**config.mk**
```make
export PLATFORM = sky130hd
export DESIGN_NAME = alu_issue_ctrl
export DESIGN_NICKNAME = d
export VERILOG_FILES = /design/src/rtl/alu_issue_ctrl.sv
export SDC_FILE = /design/constraint.sdc
export NUM_CORES = 1
export LEC_CHECK = 0
export BUFFER_PORTS_ARGS = -buffer_cell sky130_fd_sc_hd__buf_2
export CORE_MARGIN = 5
export CORE_UTILIZATION = 45
export DETAILED_ROUTE_END_ITERATION = 16
export GPL_ROUTABILITY_DRIVEN = 0
export PLACE_DENSITY = 0.77
export RECOVER_POWER = 25
export SYNTH_ARGS = -nofsm -noshare
export SYNTH_HDL_FRONTEND = slang
export SYNTH_SLANG_ARGS = --single-unit
```
**constraint.sdc**
```tcl
create_clock -name clk_i -period 2.2 [get_ports clk_i]
set_input_delay 0.44 -clock clk_i [delete_from_list [all_inputs] [get_ports clk_i]]
set_output_delay 0.44 -clock clk_i [all_outputs]
set_load 0.05 [all_outputs]
```
**src/rtl/alu_issue_ctrl.sv**
```systemverilog
// alu_issue_ctrl: issues one operation to a combinational ALU, captures its result, and holds the response until it is accepted.
// Define ALU_ISSUE_OPCHK_EN to flag illegal opcodes on rsp_err_o; without it rsp_err_o is tied low.
module alu_issue_ctrl #(
  parameter int WIDTH = 32,
  parameter int CNT_W = 16
) (
  input  logic             clk_i,
  input  logic             reset_i,
  input  logic             req_valid_i,
  output logic             req_ready_o,
  input  logic [WIDTH-1:0] req_a_i,
  input  logic [WIDTH-1:0] req_b_i,
  input  logic [3:0]       req_op_i,
  output logic [WIDTH-1:0] alu_a_o,
  output logic [WIDTH-1:0] alu_b_o,
  output logic [3:0]       alu_op_o,
  input  logic [WIDTH-1:0] alu_result_i,
  input  logic             alu_flag_i,
  output logic             rsp_valid_o,
  input  logic             rsp_ready_i,
  output logic [WIDTH-1:0] rsp_result_o,
  output logic             rsp_flag_o,
  output logic             rsp_err_o,
  output logic [CNT_W-1:0] op_count_o
);
  typedef enum logic [1:0] {IDLE, EXEC, RESP} state_e;
  state_e           state_q, state_d;
  logic [WIDTH-1:0] alu_a_q, alu_a_d, alu_b_q, alu_b_d, res_q, res_d;
  logic [3:0]       alu_op_q, alu_op_d;
  logic             flag_q, flag_d, illegal, accept, capture, done;
  logic [CNT_W-1:0] cnt_q, cnt_d;
`ifdef ALU_ISSUE_OPCHK_EN
  logic err_q, err_d;
  assign illegal = !(alu_op_q inside {4'b0000, 4'b0010, 4'b0110});
  assign err_d = capture ? illegal : err_q;
  assign rsp_err_o = err_q;
  always_ff @(posedge clk_i)
    err_q <= reset_i ? 1'b0 : err_d;
`else
  assign illegal = 1'b0;
  assign rsp_err_o = 1'b0;
`endif
  assign accept  = state_q == IDLE && req_valid_i;
  assign capture = state_q == EXEC;
  assign done    = state_q == RESP && rsp_ready_i;
  always_comb begin
    state_d = state_q;
    unique case (state_q)
      IDLE:    state_d = req_valid_i ? EXEC : IDLE;
      EXEC:    state_d = RESP;
      RESP:    state_d = rsp_ready_i ? IDLE : RESP;
      default: state_d = IDLE;
    endcase
    alu_a_d  = accept ? req_a_i : alu_a_q;
    alu_b_d  = accept ? req_b_i : alu_b_q;
    alu_op_d = accept ? req_op_i : alu_op_q;
    res_d    = capture ? (illegal ? '0 : alu_result_i) : res_q;
    flag_d   = capture ? (alu_flag_i && !illegal) : flag_q;
    cnt_d    = cnt_q + CNT_W'(done);
  end
  always_ff @(posedge clk_i) begin
    if (reset_i) begin
      state_q  <= IDLE;
      alu_a_q  <= '0;
      alu_b_q  <= '0;
      alu_op_q <= '0;
      res_q    <= '0;
      flag_q   <= 1'b0;
      cnt_q    <= '0;
    end else begin
      state_q  <= state_d;
      alu_a_q  <= alu_a_d;
      alu_b_q  <= alu_b_d;
      alu_op_q <= alu_op_d;
      res_q    <= res_d;
      flag_q   <= flag_d;
      cnt_q    <= cnt_d;
    end
  end
  assign req_ready_o  = state_q == IDLE;
  assign rsp_valid_o  = state_q == RESP;
  assign alu_a_o      = alu_a_q;
  assign alu_b_o      = alu_b_q;
  assign alu_op_o     = alu_op_q;
  assign rsp_result_o = res_q;
  assign rsp_flag_o   = flag_q;
  assign op_count_o   = cnt_q;
endmodule

```
==> results_tabular.tex, run 1 <==
\begin{tabular}{lr}
\hline
Metric & Value \\
\hline
\multicolumn{2}{l}{\textbf{Timing}} \\
\quad Worst setup slack after layout & 211 ps \\
\quad RSZ-0062 raised after global routing & false \\
\quad Total of endpoints with negative setup slack in the final report & 0 \\
\quad Transition time at the pin with the least slew margin & 671 ps \\
\quad Post-route fraction of the period consumed by the critical path & 0.904 \\
\quad Final-layout setup total negative slack & 0 ps \\
\quad Max-slew headroom & 0.552 \\
\quad Time the final worst path needs with I/O delays and setup & 1990 ps \\
\quad Number of hold violations in the final report & 0 \\
\quad Worst clock skew on the final layout & 8.67 ps \\
\quad Number of pins with negative max-slew slack in the final report & 0 \\
\quad FMAX & 503 MHz \\
\multicolumn{2}{l}{\textbf{Clocking}} \\
\quad Maximum buffer depth of the clock tree & 2 \\
\quad Post-cts repair resize count & 0 \\
\quad Later-pin clock latency in the skew report & 500 ps \\
\quad Number of hold-repair buffers added at the cts stage & 0 \\
\quad Cts bufs inserted & 17 \\
\quad TritonCTS clock tree & done \\
\quad Number of H-tree levels & 4 \\
\quad Clock slew seen by the registers of the worst setup and hold paths & 60 ps \\
\quad Clock sink total & 119 \\
\quad Setup repair bufs after CTS & 0 \\
\quad CTS root buf & sky130\_fd\_sc\_hd\_\_clkbuf\_8 \\
\multicolumn{2}{l}{\textbf{Power}} \\
\quad Overall power of the completed layout & 5840 µW \\
\quad Peak ir drop on the vdd network & 0.608 mV \\
\quad Power Density & 972 nW/µm² \\
\quad Leakage power total & 0.00284 µW \\
\multicolumn{2}{l}{\textbf{Global route}} \\
\quad Gr ovfl total & 0 \\
\quad Vias in the first global route & 4149 \\
\quad Total routing usage reported by global routing & 0.211 \\
\quad Global-route wire length before repair & 19.3 mm \\
\quad Largest net degree at the start of global routing & 68 \\
\quad Initial antenna violation count & 0 \\
\multicolumn{2}{l}{\textbf{Die}} \\
\quad Die footprint & 11500 µm² \\
\quad Die Span Y & 107 µm \\
\quad Core Box Area & 9200 µm² \\
\quad Number of core rows & 35 \\
\quad Initial core utilization & 0.461 \\
\quad Top Ports & 225 \\
\quad Die Width & 107 µm \\
\multicolumn{2}{l}{\textbf{Synth}} \\
\quad Number of instances in the synthesized netlist & 528 \\
\quad Synthesized area & 4240 µm² \\
\quad Synth unique cells & 27 \\
\quad \#FFs+latches synth & 119 \\
\quad Biggest area consumer among synthesized cells & sky130\_fd\_sc\_hd\_\_dfxtp\_1 \\
\quad Synthesized Nets & 636 \\
\quad Largest cells by area after synthesis & sky130\_fd\_sc\_hd\_\_dfxtp\_1 56\%, sky130\_fd\_sc\_hd\_\_nand2\_1 18\%, sky130\_fd\_sc\_hd\_\_a21oi\_1 12\% \\
\quad Total of warnings raised by yosys & 0 \\
\quad Share of the synthesized area in the top cell type & 0.562 \\
\quad Average instance area after synthesis & 8.02 µm² \\
\quad Sequential share of the synthesized area & 0.562 \\
\multicolumn{2}{l}{\textbf{Critical path}} \\
\quad WP buf/inv & 0 \\
\quad Cell-by-cell listing of the critical path & nor2b\_4 -> and2\_0 -> ha\_1 -> ha\_1 -> nand4\_1 -> nor4\_1 -> xnor2\_1 -> nor2\_1 \\
\quad Critical path's top delay family & simple AND/OR/NAND/NOR gates \\
\quad Stage delay of the slowest cell on the critical path & 370 ps \\
\quad Crit end category & flip-flop \\
\quad Worst Path Required & 2580 ps \\
\quad CP max stage cell & sky130\_fd\_sc\_hd\_\_dfxtp\_1 \\
\quad Cell with the most instances on the worst path & sky130\_fd\_sc\_hd\_\_ha\_1 \\
\quad Path type of the worst setup path & flip-flop to flip-flop \\
\quad Category of the worst setup path launch point & flip-flop \\
\quad Setup slack of the worst register-to-register path & 210 ps \\
\quad Worst reg-to-reg path cell count & 8 \\
\quad CP max FO & 4 \\
\quad CP arrival & 2370 ps \\
\quad Worst reg2reg path startpoint & state\_q[1] \\
\quad FF-to-FF End & op\_count\_o[14] \\
\multicolumn{2}{l}{\textbf{Outcome}} \\
\quad Result of the run & finished clean \\
\multicolumn{2}{l}{\textbf{Placement}} \\
\quad Quantity of I/O buffers inserted on ports & 223 \\
\quad Placed Cells incl. Taps & 833 \\
\quad Placement Setup Slack & 227 ps \\
\quad Placed Instance Area & 5450 µm² \\
\quad Hpwl dp & 8.96 mm \\
\multicolumn{2}{l}{\textbf{Flow run}} \\
\quad Max Cap Viol & 0 \\
\multicolumn{2}{l}{\textbf{Hold path}} \\
\quad Worst hold-check path type & primary input to flip-flop \\
\quad HP Start & req\_b\_i[5] \\
\quad Hold path endpoint & alu\_b\_o[5] \\
\quad Number of cells on the worst hold path & 3 \\
\multicolumn{2}{l}{\textbf{Finish}} \\
\quad Sequential cell area & 2380 µm² \\
\quad Commonest cells after routing, fill and taps aside & 222 x sky130\_fd\_sc\_hd\_\_buf\_2, 207 x sky130\_fd\_sc\_hd\_\_nand2\_1, 119 x sky130\_fd\_sc\_hd\_\_dfxtp\_1, 104 x sky130\_fd\_sc\_hd\_\_a21oi\_1, 16 x sky130\_fd\_sc\_hd\_\_clkbuf\_16 \\
\quad ANT cells & 0 \\
\quad Post-layout instance count excluding filler cells & 864 \\
\quad Most common cell after layout, fill and taps aside & sky130\_fd\_sc\_hd\_\_buf\_2 \\
\quad Final standard cell area without fillers & 6010 µm² \\
\quad Total Nets Final & 849 \\
\quad Number of fill cells & 796 \\
\quad Area used by multi-input combinational logic & 1710 µm² \\
\quad Ratio of cells with drive above 1 in the final layout & 0.355 \\
\quad Layout Area Growth over Synthesis & 41.8\% \\
\multicolumn{2}{l}{\textbf{Drt}} \\
\quad First-pass DRT Iterations & 4 \\
\quad Via count of the routed design & 4255 \\
\quad Via/cell ratio & 4.92 \\
\quad Routed len/inst & 14.2 µm \\
\quad Iteration-0 DRC Markers & 193 \\
\quad Antenna-violating nets left & 0 \\
\quad DRC violations left & 0 \\
\quad Total wirelength of the detailed-routed design & 12.3 mm \\
\hline
\end{tabular}
==> area by class of cell <==
class	count	area share
flip-flops and latches	119	0.397
multi-input cells	372	0.284
repair buffers	231	0.201
clock buffers	20	0.0741
well taps	111	0.0231
clock inverters	11	0.0210
==> per-layer routing <==
metal  track usage  share of wire  vias up
met5             0              0        -
met4        0.0986          0.026        0
met3        0.0849          0.087       24
met2         0.357           0.51      154
met1         0.229           0.38     1946
li1              -              -     2131
==> per-stage QoR <==
stage,util,hold WS (ps)
after floorplan,-,576
after global placement,0.593,439
after detailed placement,0.593,444
after CTS,0.655,144
after global routing,0.653,152
final,0.653,173
==> synthesized netlist by cell type, drive strengths merged <==
library cell	count
clkbuf	27
o21ai	2
xor2	8
buf	10
dfxtp	119
nand4	6
ha	3
o31a	1
conb	1
or3	1
a21oi	104
nor2b	4
nand2	208
nor2	13
nand2b	2
xnor2	3
and4	3
nand3	6
or4	1
and2	2
nor4	2
o21ba	1
nor3	1
==> power by group <==
part	switching [µW]	internal, µW
combinational	666	232
clock	950	1660
sequential	57.3	2270
total	1670	4170
==> sequential cells by signal (all words and copies together) (netlist names) <==
| register | cells |
|---|---|
| alu_a_o | 32 |
| op_count_o | 16 |
| rsp_result_o | 32 |
| alu_op_o | 4 |
| state_q | 2 |
| alu_b_o | 32 |
| rsp_flag_o | 1 |
==> tightest hold or removal path, delay by kind of cell <==
family	cells	cell delay [ps]
AOI/OAI and AO/OA	1	50
buffers and inverters	1	90
and+or+nand+nor	1	40
==> how the worst max path moves through the flow <==
stage                          end  slack, ps        from  depth (start not counted)
floorplan           op_count_o[14]         90  state_q[1]                          8
global placement    op_count_o[14]        280  state_q[1]                          8
detailed placement  op_count_o[14]        230  state_q[1]                          8
CTS                 op_count_o[14]        210  state_q[1]                          8
global route        op_count_o[14]         50  state_q[1]                          8
finish              op_count_o[14]        210  state_q[1]                          8
==> kinds of logic (layout without fill, tap and decap cells) <==
group / Yosys count / in the layout / synth area share
compound gates: 108 / 108 / 0.130
xor+xnor: 11 / 11 / 0.0227
fa+ha+maj: 3 / 3 / 0.00886
buf+inv: 37 / 262 / 0.0369
flops: 119 / 119 / 0.562
other cells: 1 / 1 / 0.000885
simple gates: 249 / 249 / 0.239
(Power assumes the default switching activity.)
==> inputs of run 2 (changes only) <==
BUFFER_PORTS_ARGS = -buffer_cell sky130_fd_sc_hd__clkbuf_2   (was -buffer_cell sky130_fd_sc_hd__buf_2)
CORE_ASPECT_RATIO = 0.5   (was default)
==> run 2 against run 1 <==
  * Die area up 1.0%
  * Sequential power is essentially flat
  * Clock-buffer cell count unchanged
  * Clock skew increased by 2.1 ps
  * Worst hold slack gained 86 ps
  * Non-clock buffer count down 1
  * Total power up 1.5%
  * Cell count is 1.2% higher
  * First-iteration DRC count is 12% higher
  * Register-to-register slack better by 20 ps
  * Critical path depth did not move
  * Cell area is 0.17% higher
==> results_tabular.tex, run 2 (synthesis gave the netlist of run 1 again) <==
\begin{tabular}{lr}
\hline
Metric & Value \\
\hline
\multicolumn{2}{l}{\textbf{Power}} \\
\quad Leakage power total & 0.00272 µW \\
\quad Power Density & 985 nW/µm² \\
\quad Net switching fraction of the power & 0.284 \\
\quad Portion of total power attributed to combinational logic & 0.150 \\
\quad P\_sw & 1680 µW \\
\quad Total internal power & 4240 µW \\
\quad Register share of total power & 0.393 \\
\quad Clk network pwr share & 0.457 \\
\quad Peak ir drop on the vdd network & 0.594 mV \\
\multicolumn{2}{l}{\textbf{Finish}} \\
\quad ANT cells & 0 \\
\quad Number of fill cells & 840 \\
\quad Sequential cell area & 2380 µm² \\
\quad Post-layout instance count excluding filler cells & 874 \\
\quad Ratio of cells with drive above 1 in the final layout & 0.341 \\
\quad Most common cell after layout, fill and taps aside & sky130\_fd\_sc\_hd\_\_clkbuf\_2 \\
\quad Area used by multi-input combinational logic & 1720 µm² \\
\quad Layout Area Growth over Synthesis & 42.1\% \\
\quad Commonest cells after routing, fill and taps aside & 209 x sky130\_fd\_sc\_hd\_\_clkbuf\_2, 206 x sky130\_fd\_sc\_hd\_\_nand2\_1, 119 x sky130\_fd\_sc\_hd\_\_dfxtp\_1, 104 x sky130\_fd\_sc\_hd\_\_a21oi\_1, 17 x sky130\_fd\_sc\_hd\_\_clkbuf\_16 \\
\quad Total Nets Final & 848 \\
\multicolumn{2}{l}{\textbf{Critical path}} \\
\quad CP max FO & 5 \\
\quad Path type of the worst setup path & flip-flop to flip-flop \\
\quad Category of the worst setup path launch point & flip-flop \\
\quad Worst Path Required & 2440 ps \\
\quad Cell with the most instances on the worst path & sky130\_fd\_sc\_hd\_\_ha\_2 \\
\quad CP max stage cell & sky130\_fd\_sc\_hd\_\_dfxtp\_1 \\
\quad CP arrival & 2210 ps \\
\quad Critical path's top delay family & simple AND/OR/NAND/NOR gates \\
\quad Crit end category & flip-flop \\
\quad WP buf/inv & 0 \\
\quad Cell-by-cell listing of the critical path & nor2b\_4 -> and2\_1 -> ha\_2 -> ha\_2 -> nand4\_1 -> nor3\_1 -> xnor2\_1 -> nor2\_1 \\
\quad Stage delay of the slowest cell on the critical path & 390 ps \\
\multicolumn{2}{l}{\textbf{Timing}} \\
\quad Post-route fraction of the period consumed by the critical path & 0.894 \\
\quad Transition time at the pin with the least slew margin & 998 ps \\
\quad Max-slew headroom & 0.335 \\
\quad Number of hold violations in the final report & 0 \\
\quad FMAX & 509 MHz \\
\quad Total of endpoints with negative setup slack in the final report & 0 \\
\quad Time the final worst path needs with I/O delays and setup & 1970 ps \\
\quad Final-layout setup total negative slack & 0 ps \\
\quad RSZ-0062 raised after global routing & false \\
\quad Number of pins with negative max-slew slack in the final report & 0 \\
\quad Worst clock skew on the final layout & 10.7 ps \\
\multicolumn{2}{l}{\textbf{Clocking}} \\
\quad Post-cts repair resize count & 0 \\
\quad TritonCTS clock tree & done \\
\quad Maximum buffer depth of the clock tree & 2 \\
\quad Number of H-tree levels & 4 \\
\quad Clock sink total & 119 \\
\quad Clock slew seen by the registers of the worst setup and hold paths & 50 ps \\
\quad CTS root buf & sky130\_fd\_sc\_hd\_\_clkbuf\_16 \\
\quad Number of hold-repair buffers added at the cts stage & 0 \\
\quad Setup repair bufs after CTS & 0 \\
\quad Later-pin clock latency in the skew report & 400 ps \\
\quad Cts bufs inserted & 17 \\
\multicolumn{2}{l}{\textbf{Hold path}} \\
\quad Worst hold-check path type & primary input to flip-flop \\
\multicolumn{2}{l}{\textbf{Global route}} \\
\quad Global-route wire length before repair & 19.5 mm \\
\quad Initial antenna violation count & 0 \\
\quad Vias in the first global route & 4055 \\
\quad Gr ovfl total & 0 \\
\quad Total routing usage reported by global routing & 0.206 \\
\quad Largest net degree at the start of global routing & 69 \\
\multicolumn{2}{l}{\textbf{Outcome}} \\
\quad Result of the run & finished clean \\
\multicolumn{2}{l}{\textbf{Drt}} \\
\quad Antenna-violating nets left & 0 \\
\quad Via/cell ratio & 4.77 \\
\quad DRC violations left & 0 \\
\quad First-pass DRT Iterations & 4 \\
\quad Iteration-0 DRC Markers & 216 \\
\quad Via count of the routed design & 4168 \\
\quad Total wirelength of the detailed-routed design & 11.9 mm \\
\quad Routed len/inst & 13.6 µm \\
\multicolumn{2}{l}{\textbf{Flow run}} \\
\quad Max Cap Viol & 0 \\
\multicolumn{2}{l}{\textbf{Die}} \\
\quad Die Width & 147 µm \\
\quad Die footprint & 11600 µm² \\
\quad Initial core utilization & 0.454 \\
\quad Core Box Area & 9320 µm² \\
\quad Die Span Y & 78.6 µm \\
\quad Top Ports & 225 \\
\quad Number of core rows & 25 \\
\multicolumn{2}{l}{\textbf{Placement}} \\
\quad Placed Cells incl. Taps & 842 \\
\quad Quantity of I/O buffers inserted on ports & 223 \\
\quad Hpwl dp & 8.37 mm \\
\hline
\end{tabular}
==> run 2: cell types whose count changed in the layout (fill, tap and decap cells not counted), sizes merged <==
| cell | previous run | this run |
|---|---|---|
| buf | 228 | 4 |
| clkbuf | 23 | 246 |
| clkinvlp | 4 | 5 |
==> run 2: power by group through the flow <==
stage	registers, µW	clock network [µW]	logic (µW)
finish	2330	2710	891
global route	2340	2880	957
CTS	2330	2760	913
detailed placement	2370	0	910
global placement	2370	0	902
floorplan	2750	0	253
==> run 2: layer usage <==
layer	global-route usage	vias to the layer above	routed length, µm
met5	0	-	0
met4	0.0781	0	204
met3	0.0525	20	533
met2	0.372	111	6320
met1	0.236	1897	4830
li1	-	2140	-
==> run 2: worst reg2reg max path, stage by stage, from the launching register on <==
cell                      delay (ps)
sky130_fd_sc_hd__dfxtp_1         390
sky130_fd_sc_hd__nor2b_4         190
sky130_fd_sc_hd__and2_1          170
sky130_fd_sc_hd__ha_2            230
sky130_fd_sc_hd__ha_2            230
sky130_fd_sc_hd__nand4_1         150
sky130_fd_sc_hd__nor3_1          270
sky130_fd_sc_hd__xnor2_1         150
sky130_fd_sc_hd__nor2_1           50
==> run 2: layout make-up <==
class	count	area share
clock buffers	20	0.0775
clock inverters	12	0.0210
multi-input cells	372	0.286
flip-flops and latches	119	0.396
well taps	121	0.0252
repair buffers	230	0.194
==> run 2: path summary, 6_finish.rpt <==
check,start,endpoint,slack [ps],cells past startpoint
max,state_q[1],op_count_o[12],230,8
min,req_a_i[0],alu_a_o[0],260,3
max reg2reg,state_q[1],op_count_o[12],230,8
min reg2reg,alu_a_o[20],alu_a_o[20],450,2
==> run 2: stage by stage <==
step / worst slack, ps / cell area, µm² / total power (µW) / hold WS (ps) / util
after global placement: 233 / 5470 / 3270 / 441 / 0.586
after CTS: 42.5 / 6060 / 6000 / 244 / 0.650
after floorplan: 89.8 / 4240 / 3000 / 576 / -
final: 234 / 6020 / 5930 / 259 / 0.646
after global routing: 49.6 / 6020 / 6180 / 253 / 0.646
after detailed placement: 133 / 5470 / 3280 / 445 / 0.586
